## src/rtl/vga_tile_scroller.sv

```systemverilog
// vga_tile_scroller: VGA timing plus a horizontally scrolling tile-map renderer
// fetching tile IDs and atlas pixels through a fixed 5-stage pipeline.
module vga_tile_scroller #(
    parameter int H_SYNC = 112,
    parameter int H_BACK = 248,
    parameter int H_ACTIVE = 1280,
    parameter int H_FRONT = 48,
    parameter int V_SYNC = 3,
    parameter int V_BACK = 38,
    parameter int V_ACTIVE = 1024,
    parameter int V_FRONT = 1,
    parameter int TILE_LOG2 = 6,
    parameter int MAP_W = 212,
    parameter int MAP_H = 14,
    parameter int ATLAS_W = 640,
    parameter int ID_W = 6,
    parameter int MAP_AW = 12,
    parameter int PIX_AW = 18,
    parameter logic [15:0] KEY_COLOR = 16'hF81F
) (
    input  logic              clk,
    input  logic              rst,
    input  logic [15:0]       scroll_x,
    input  logic [11:0]       bg_color,
    output logic [MAP_AW-1:0] map_addr,
    input  logic [ID_W-1:0]   map_data,
    output logic [PIX_AW-1:0] pix_addr,
    input  logic [15:0]       pix_data,
    output logic [3:0]        O_red,
    output logic [3:0]        O_green,
    output logic [3:0]        O_blue,
    output logic              hs,
    output logic              vs,
    output logic              frame_start
);
    localparam logic [15:0] H_MAX = 16'(H_SYNC + H_BACK + H_ACTIVE + H_FRONT - 1);
    localparam logic [15:0] V_MAX = 16'(V_SYNC + V_BACK + V_ACTIVE + V_FRONT - 1);
    localparam logic [15:0] H_ORG = 16'(H_SYNC + H_BACK);
    localparam logic [15:0] V_ORG = 16'(V_SYNC + V_BACK);
    localparam logic [15:0] H_VIS = 16'(H_ACTIVE);
    localparam logic [15:0] V_VIS = 16'(V_ACTIVE);
    localparam logic [15:0] HS_W = 16'(H_SYNC);
    localparam logic [15:0] VS_W = 16'(V_SYNC);
    localparam logic [15:0] Y_MAP = 16'(MAP_H << TILE_LOG2);
    localparam logic [15:0] S_MAX = 16'((MAP_W << TILE_LOG2) - H_ACTIVE);
    localparam int TPR = ATLAS_W >> TILE_LOG2;
    localparam int TS = 1 << TILE_LOG2;

    logic [15:0] h_cnt, v_cnt, sx_lat, x, y, wx;
    logic [TILE_LOG2-1:0] fx1, fy1, fx2, fy2;
    logic act0, act1, act2, act3, act4;
    logic inmap1, inmap2, inmap3, inmap4, skip3, skip4, origin;
    logic [4:0] hs_d, vs_d;
    logic [31:0] id;

    always_comb begin
        x = h_cnt - H_ORG;
        y = v_cnt - V_ORG;
        wx = x + sx_lat;
        act0 = (h_cnt >= H_ORG) && (x < H_VIS) && (v_cnt >= V_ORG) && (y < V_VIS);
        origin = (h_cnt == '0) && (v_cnt == '0);
        id = 32'(map_data);
    end

    always_ff @(posedge clk or negedge rst) begin
        if (!rst) begin
            h_cnt <= '0;
            v_cnt <= '0;
            sx_lat <= '0;
            frame_start <= 1'b0;
            map_addr <= '0;
            pix_addr <= '0;
            {fx1, fy1, fx2, fy2} <= '0;
            {act1, act2, act3, act4} <= '0;
            {inmap1, inmap2, inmap3, inmap4, skip3, skip4} <= '0;
            {O_red, O_green, O_blue} <= '0;
            hs_d <= '0;
            vs_d <= '0;
        end else begin
            h_cnt <= (h_cnt == H_MAX) ? '0 : h_cnt + 16'd1;
            if (h_cnt == H_MAX)
                v_cnt <= (v_cnt == V_MAX) ? '0 : v_cnt + 16'd1;
            frame_start <= origin;
            // latched only at the frame origin so a whole frame scrolls as one
            if (origin)
                sx_lat <= (scroll_x > S_MAX) ? S_MAX : scroll_x;
            map_addr <= MAP_AW'(32'(y >> TILE_LOG2) * MAP_W + 32'(wx >> TILE_LOG2));
            fx1 <= wx[TILE_LOG2-1:0];
            fy1 <= y[TILE_LOG2-1:0];
            inmap1 <= y < Y_MAP;
            act1 <= act0;
            {fx2, fy2, inmap2, act2} <= {fx1, fy1, inmap1, act1};
            pix_addr <= PIX_AW'((id / TPR) * (ATLAS_W << TILE_LOG2) + (id % TPR) * TS
                                + 32'(fy2) * ATLAS_W + 32'(fx2));
            skip3 <= map_data == '0;
            {inmap3, act3} <= {inmap2, act2};
            {inmap4, act4, skip4} <= {inmap3, act3, skip3};
            {O_red, O_green, O_blue} <= !act4 ? 12'h000
                : (!inmap4 || skip4 || pix_data == KEY_COLOR) ? bg_color
                : {pix_data[15:12], pix_data[10:7], pix_data[4:1]};
            hs_d <= {hs_d[3:0], h_cnt >= HS_W};
            vs_d <= {vs_d[3:0], v_cnt >= VS_W};
        end
    end

    assign hs = hs_d[4];
    assign vs = vs_d[4];
endmodule

```

## config.mk

```make
export PLATFORM = sky130hd
export DESIGN_NAME = vga_tile_scroller
export DESIGN_NICKNAME = d
export VERILOG_FILES = /design/src/rtl/vga_tile_scroller.sv
export SDC_FILE = /design/constraint.sdc
export NUM_CORES = 1
export LEC_CHECK = 0
export CAP_MARGIN = 20
export CORE_MARGIN = 10
export CORE_UTILIZATION = 35
export DETAILED_ROUTE_END_ITERATION = 6
export PLACE_DENSITY = 0.54
export RECOVER_POWER = 100
export SYNTH_ARGS = -nofsm -noshare
export SYNTH_HDL_FRONTEND = slang
export SYNTH_SLANG_ARGS = --single-unit
```

## constraint.sdc

```tcl
create_clock -name clk -period 11.9 [get_ports clk]
set_input_delay 1.19 -clock clk [delete_from_list [all_inputs] [get_ports clk]]
set_output_delay 1.19 -clock clk [all_outputs]
set_load 0.005 [all_outputs]
```

## Word level (Yosys, flattened, before mapping)

Index checks and enable logic that the tools add are counted.

- Add/sub/neg operators: 9
- $mul: 3
- Divide/modulo/power cells: 2
- $lt $le $gt $ge: 8
- Eq/ne operators: 3
- Muxes and demuxes: 5
- Reductions and logical operators: 10

Operators with widths:

| cell | count |
|---|---|
| 2-to-1 mux 16 bit | 3 |
| adder 16 x 1 -> 16 bit, second input constant | 2 |
| divider 6 x 4 -> 32 bit, second input constant | 1 |
| equality test 16 x 11 -> 1 bit, second input constant | 2 |
| zero test 16 bit | 2 |
| < comparator 16 x 11 -> 1 bit, second input constant | 2 |
| remainder unit 6 x 4 -> 32 bit, second input constant | 1 |
| multiplier 32 x 3 -> 5 bit, second input constant | 1 |
| 2-to-1 mux 12 bit | 2 |
| adder 18 x 16 -> 18 bit | 1 |
| adder 18 bit | 1 |
| adder 18 x 6 -> 18 bit | 1 |
| adder 16 bit | 1 |
| equality test 16 bit, second input constant | 1 |
| >= comparator 16 x 2 -> 1 bit, second input constant | 1 |
| >= comparator 16 x 6 -> 1 bit, second input constant | 1 |
| >= comparator 16 x 7 -> 1 bit, second input constant | 1 |
| >= comparator 16 x 9 -> 1 bit, second input constant | 1 |
| greater-than comparator 16 x 14 -> 1 bit, second input constant | 1 |
| < comparator 16 x 10 -> 1 bit, second input constant | 1 |
| subtractor 16 x 6 -> 16 bit, second input constant | 1 |
| subtractor 16 x 9 -> 16 bit, second input constant | 1 |
| adder 12 x 10 -> 12 bit | 1 |
| multiplier 10 x 6 -> 10 bit, second input constant | 1 |
| 5 further kinds | 9 |

- Register bits: 135
- Word-level logic and storage cells: 65

## Depth between registers and ports, before layout

- Depth after elaboration: 5
- Mapped depth: 26
- Gate-level depth less buffers: 25

## Worst setup path before layout

No wires, ideal clock.

- Path kind: input to register
- Start point: in map_data[4]
- End point: reg pix_addr[17]
- Data arrival time: 5278 ps
- Required time: 11820 ps
- Setup slack: 6542 ps
- Cell stages on the path: 24
- Buffers on the path: 1
- Cell sequence: clkbuf_1 > inv_1 > ha_1 > inv_1 > ha_1 > and3b_1 > a31oi_1 > a21oi_1 > nand2_1 > inv_1 > xor2_1 > ha_1 > a21oi_1 > xnor2_1 > xnor2_1 > ha_1 > ha_1 > a21o_1 > a21oi_1 > nor2_1 > a211oi_1 > a21oi_1 > a31oi_1 > xnor2_1

- Cells in the longest elaborated chain, start to end: 5
- Elaborated cells between the ends (all ways): 6

RTL lines:

| element | RTL line | RTL |
|---|---|---|
| start, declared | 26 | `input logic [ID_W-1:0] map_data,` |
| divider 6 x 4 -> 32 bit | 93 | `pix_addr <= PIX_AW'((id / TPR) * (ATLAS_W << TILE_LOG2) + (id % TPR) * TS` |
| multiplier 32 x 3 -> 5 bit | 93 |  |
| adder 18 bit (*) | 93 |  |
| adder 18 x 16 -> 18 bit (*) | 94 | `+ 32'(fy2) * ATLAS_W + 32'(fx2));` |
| adder 18 x 6 -> 18 bit (*) | 94 |  |
| end signal, assigned | 93 |  |
| end, declared | 27 | `output logic [PIX_AW-1:0] pix_addr,` |

Mark *: on every way between the ends. The rest lies on a longest branch, timed or not.
A chain may end at the register's enable or synchronous reset.

==> flow_metrics.py <==
metrics = {
    "final_layout": {
        "n_antenna_cell": 0,
        "nets": 1049,
        "drive_above_1_share": 0.04391,
        "syn_to_final_growth_pct": 21.47,
        "finalInstanceArea_sq_um": 9952,
        "final_util": 0.4356,
    },
    "synthesis": {
        "synth_fp_nets": 960,
        "syn_inst": 809,
        "ys_seq_elements": 135,
        "avgSynthCellArea_sq_um": 10.13,
        "synth_area_sq_um": 8193,
        "yosys_warnings": 0,
        "ys_types": 58,
        "synth_ff_type": "dfrtp_1",
        "synthArstFlopShare": 1.000,
        "synth-edff-count": 0,
        "ys_seq_area_frac": 0.4123,
    },
    "worst_setup_path": {
        "crit_chain": "clkbuf_1 -> clkbuf_1",
        "end_kind": "asynchronous set/reset pin",
        "critical-path-top-delay-family": "buffers and inverters",
        "start_kind": "primary input",
        "cpMaxStageDelayCell": "clkbuf_1",
        "crit_type": "primary input to asynchronous set/reset pin",
        "cp_num_buf_inv": 2,
        "rr_worst_depth": 18,
        "crit_top_cell": "clkbuf_1",
        "worst_ep_required_time_ns": 11.77,
        "crit_arrival_ns": 6.37,
        "critical_path.max_stage_delay_ns": 2.83,
        "cp.depth": 2,
        "critPathLaunch": "rst",
        "crit_fanout": 77,
        "r2r_start": "v_cnt[0]",
    },
    "grt": {
        "grt_start_max_net_pins": 78,
        "grtUsageTotal": 0.1208,
        "grt_overflow": 0,
        "antenna_found_initial": 0,
        "grt_pass1_wl_um": 30190,
        "grt_pass1_vias": 6131,
    },
    "clocking": {
        "tritoncts": "built",
        "cts_htree_levels": 4,
        "cts_buffers": 17,
        "cts-root-buf": "clkbuf_16",
        "post_cts_buffers": 0,
        "cts.sinks": 135,
        "cts_resized": 0,
        "clk_latency_ns": 0.43,
        "clk_pin_slew_ns": 0.07,
        "clk_path_buf_depth": 2,
        "ctsHoldBuffers": 0,
    },
    "timing": {
        "fin_setup_tns_ns": 0,
        "final.setup_skew_ns": 0.01296,
        "fin_crit_sh": 0.5467,
        "worst_pin_slew_ns": 4.084,
        "min_period_ns": 6.506,
        "layout_setup_ws_ns": 5.395,
        "maxSlewViolCount": 151,
        "rsz0062_at_grt": "false",
        "slew_headroom": -1.722,
        "finalHoldViolCount": 0,
        "timing.fmax_ghz": 0.1537,
        "setup_violations": 0,
    },
    "place": {
        "dp_slack_ns": 5.584,
        "place_area_sq_um": 9427,
        "hpwl_um": 12880,
        "gp_congestion": 0.8190,
        "place.port_buffers": 96,
    },
    "floorplanning": {
        "start_util": 0.3586,
        "row_count": 55,
        "ioPinCount": 97,
        "fp.dieH_um": 173.0,
        "die_w_um": 173.0,
        "dieArea_sq_um": 29930,
        "core_sq_um": 22850,
    },
    "hold_path": {
        "min_from": "act3",
        "hold_path.class": "flop to flop",
        "hold_depth": 0,
    },
    "status": {
        "outcome": "finished, violations left",
        "failed_checks": "capacitance limit, slew limit",
    },
    "detailed_routing": {
        "wl_per_cell_um": 14.01,
        "vias": 5805,
        "wl_met1_um": 8128,
        "antenna_left": 0,
        "firstDrtPassIters": 6,
        "drc": 0,
        "top_layer_used": "met4",
        "drt-total-wl_um": 17150,
        "vias_per_cell": 4.743,
        "wl_met2_um": 8179,
        "drtIter0Drc": 407,
        "wl_met3_um": 655,
    },
    "job": {
        "drv_cap": 3,
    },
    "pwr": {
        "power_density_nw_per_um2": 123.0,
        "p_leak_nw": 4.817,
        "irDropWorstVdd_uv": 94.31,
    },
}
power by group:
part / leakage, nW / internal [W] / total (W) / switching [W]
sequential: 1.72 / 0.000488 / 0.000495 / 0.00000638
clock: 0.278 / 0.000296 / 0.000523 / 0.000227
combinational: 2.82 / 0.000108 / 0.000207 / 0.0000981
total: 4.82 / 0.000893 / 0.00122 / 0.000332
worst reg2reg max path, delay by kind of cell (launching register included):
kind                     cells  cell delay [ns]
adder cells (fa/ha/maj)      6             2.06
AND/OR/NAND/NOR              3             0.79
buffers and inverters        3             0.31
XOR/XNOR                     3             0.77
flip-flops                   1             0.45
AO/OA/AOI/OAI                3             0.86
worst paths after layout:
kind	end	slack (ns)
worst max-delay path	sx_lat[11]	5.39
worst min-delay path	act4	0.34
worst max register to register	map_addr[11]	6.53
worst min register to register	act4	0.34
max in group clk	pix_addr[17]	5.92
min in group asynchronous	hs_d[1]	2.20
placed cells by master (no fill, tap or decap), types with 7 or more instances in the layout:
master / count
dfrtp_1: 135
inv_1: 74
fa_1: 14
clkbuf_16: 17
nor3_1: 16
inv_6: 7
a21oi_1: 38
xnor2_1: 67
nand2_1: 43
nor2b_1: 19
mux2i_1: 14
nor4_1: 12
a22o_1: 12
xor2_1: 32
ha_1: 85
a21o_1: 16
o21ai_0: 30
nand4_1: 7
a31oi_1: 8
nor2_1: 57
clkdlybuf4s50_1: 46
dlygate4sd3_1: 49
nand3_1: 21
or3_1: 8
per-layer routing:
layer | global-route usage | up-vias
li1 | - | 2941
met1 | 0.1522 | 2745
met2 | 0.1990 | 107
met3 | 0.03028 | 12
met4 | 0.03737 | 0
met5 | 0 | -
cell type report:
class	instances	area [sq um]
clock inverter	15	152.6
inverter	74	277.8
clock buffer	17	425.4
timing repair buffer	101	973.4
multi-input combinational	569	4353
tap	313	391.6
fill	2221	12890
sequential	135	3378
Yosys cell counts (6+ instances only):
cell type | count | area, sq um
o21ai_0 | 28 | 140.1
mux2i_1 | 14 | 140.1
nand2b_1 | 6 | 37.54
xor2_1 | 32 | 280.3
inv_1 | 74 | 277.8
or3_1 | 7 | 43.79
nand2_1 | 43 | 161.4
clkbuf_1 | 23 | 86.33
xnor2_1 | 67 | 586.8
nor3_1 | 16 | 80.08
nor2b_1 | 19 | 118.9
a21o_1 | 16 | 120.1
a22o_1 | 12 | 105.1
a21oi_1 | 38 | 190.2
fa_1 | 14 | 280.3
nand3_1 | 21 | 105.1
ha_1 | 85 | 1064
nor4_1 | 10 | 62.56
nor2_1 | 57 | 214.0
dfrtp_1 | 135 | 3378
nand4_1 | 7 | 43.79
or2_2 | 6 | 37.54
a31oi_1 | 8 | 50.05
metrics by stage:
step                      hold slack [ns]  total power (W)  instances
after floorplan                    0.3312        0.0006203        809
after global placement             0.3313        0.0007262       1191
after detailed placement           0.3347        0.0007266       1191
after CTS                          0.3420         0.001262       1223
after global routing               0.3475         0.001298       1224
final                              0.3419         0.001224       1224
registers in the layout, summed over array words and instances (netlist names), 4 cells and up:
register / flops
fy1: 6
vs_d: 5
fy2: 6
O_red: 4
map_addr: 12
v_cnt: 16
h_cnt: 16
O_green: 4
fx2: 6
pix_addr: 18
hs_d: 5
O_blue: 4
sx_lat: 16
fx1: 6
cell families after synthesis:
| logic type | share of synthesized area |
|---|---|
| simple gates | 0.1436 |
| flops | 0.4123 |
| compound gates | 0.1049 |
| buf+inv | 0.05223 |
| xor+xnor | 0.1058 |
| fa+ha+maj | 0.1640 |
| mux | 0.01710 |
Note: power is estimated with default switching activity, not from simulation.
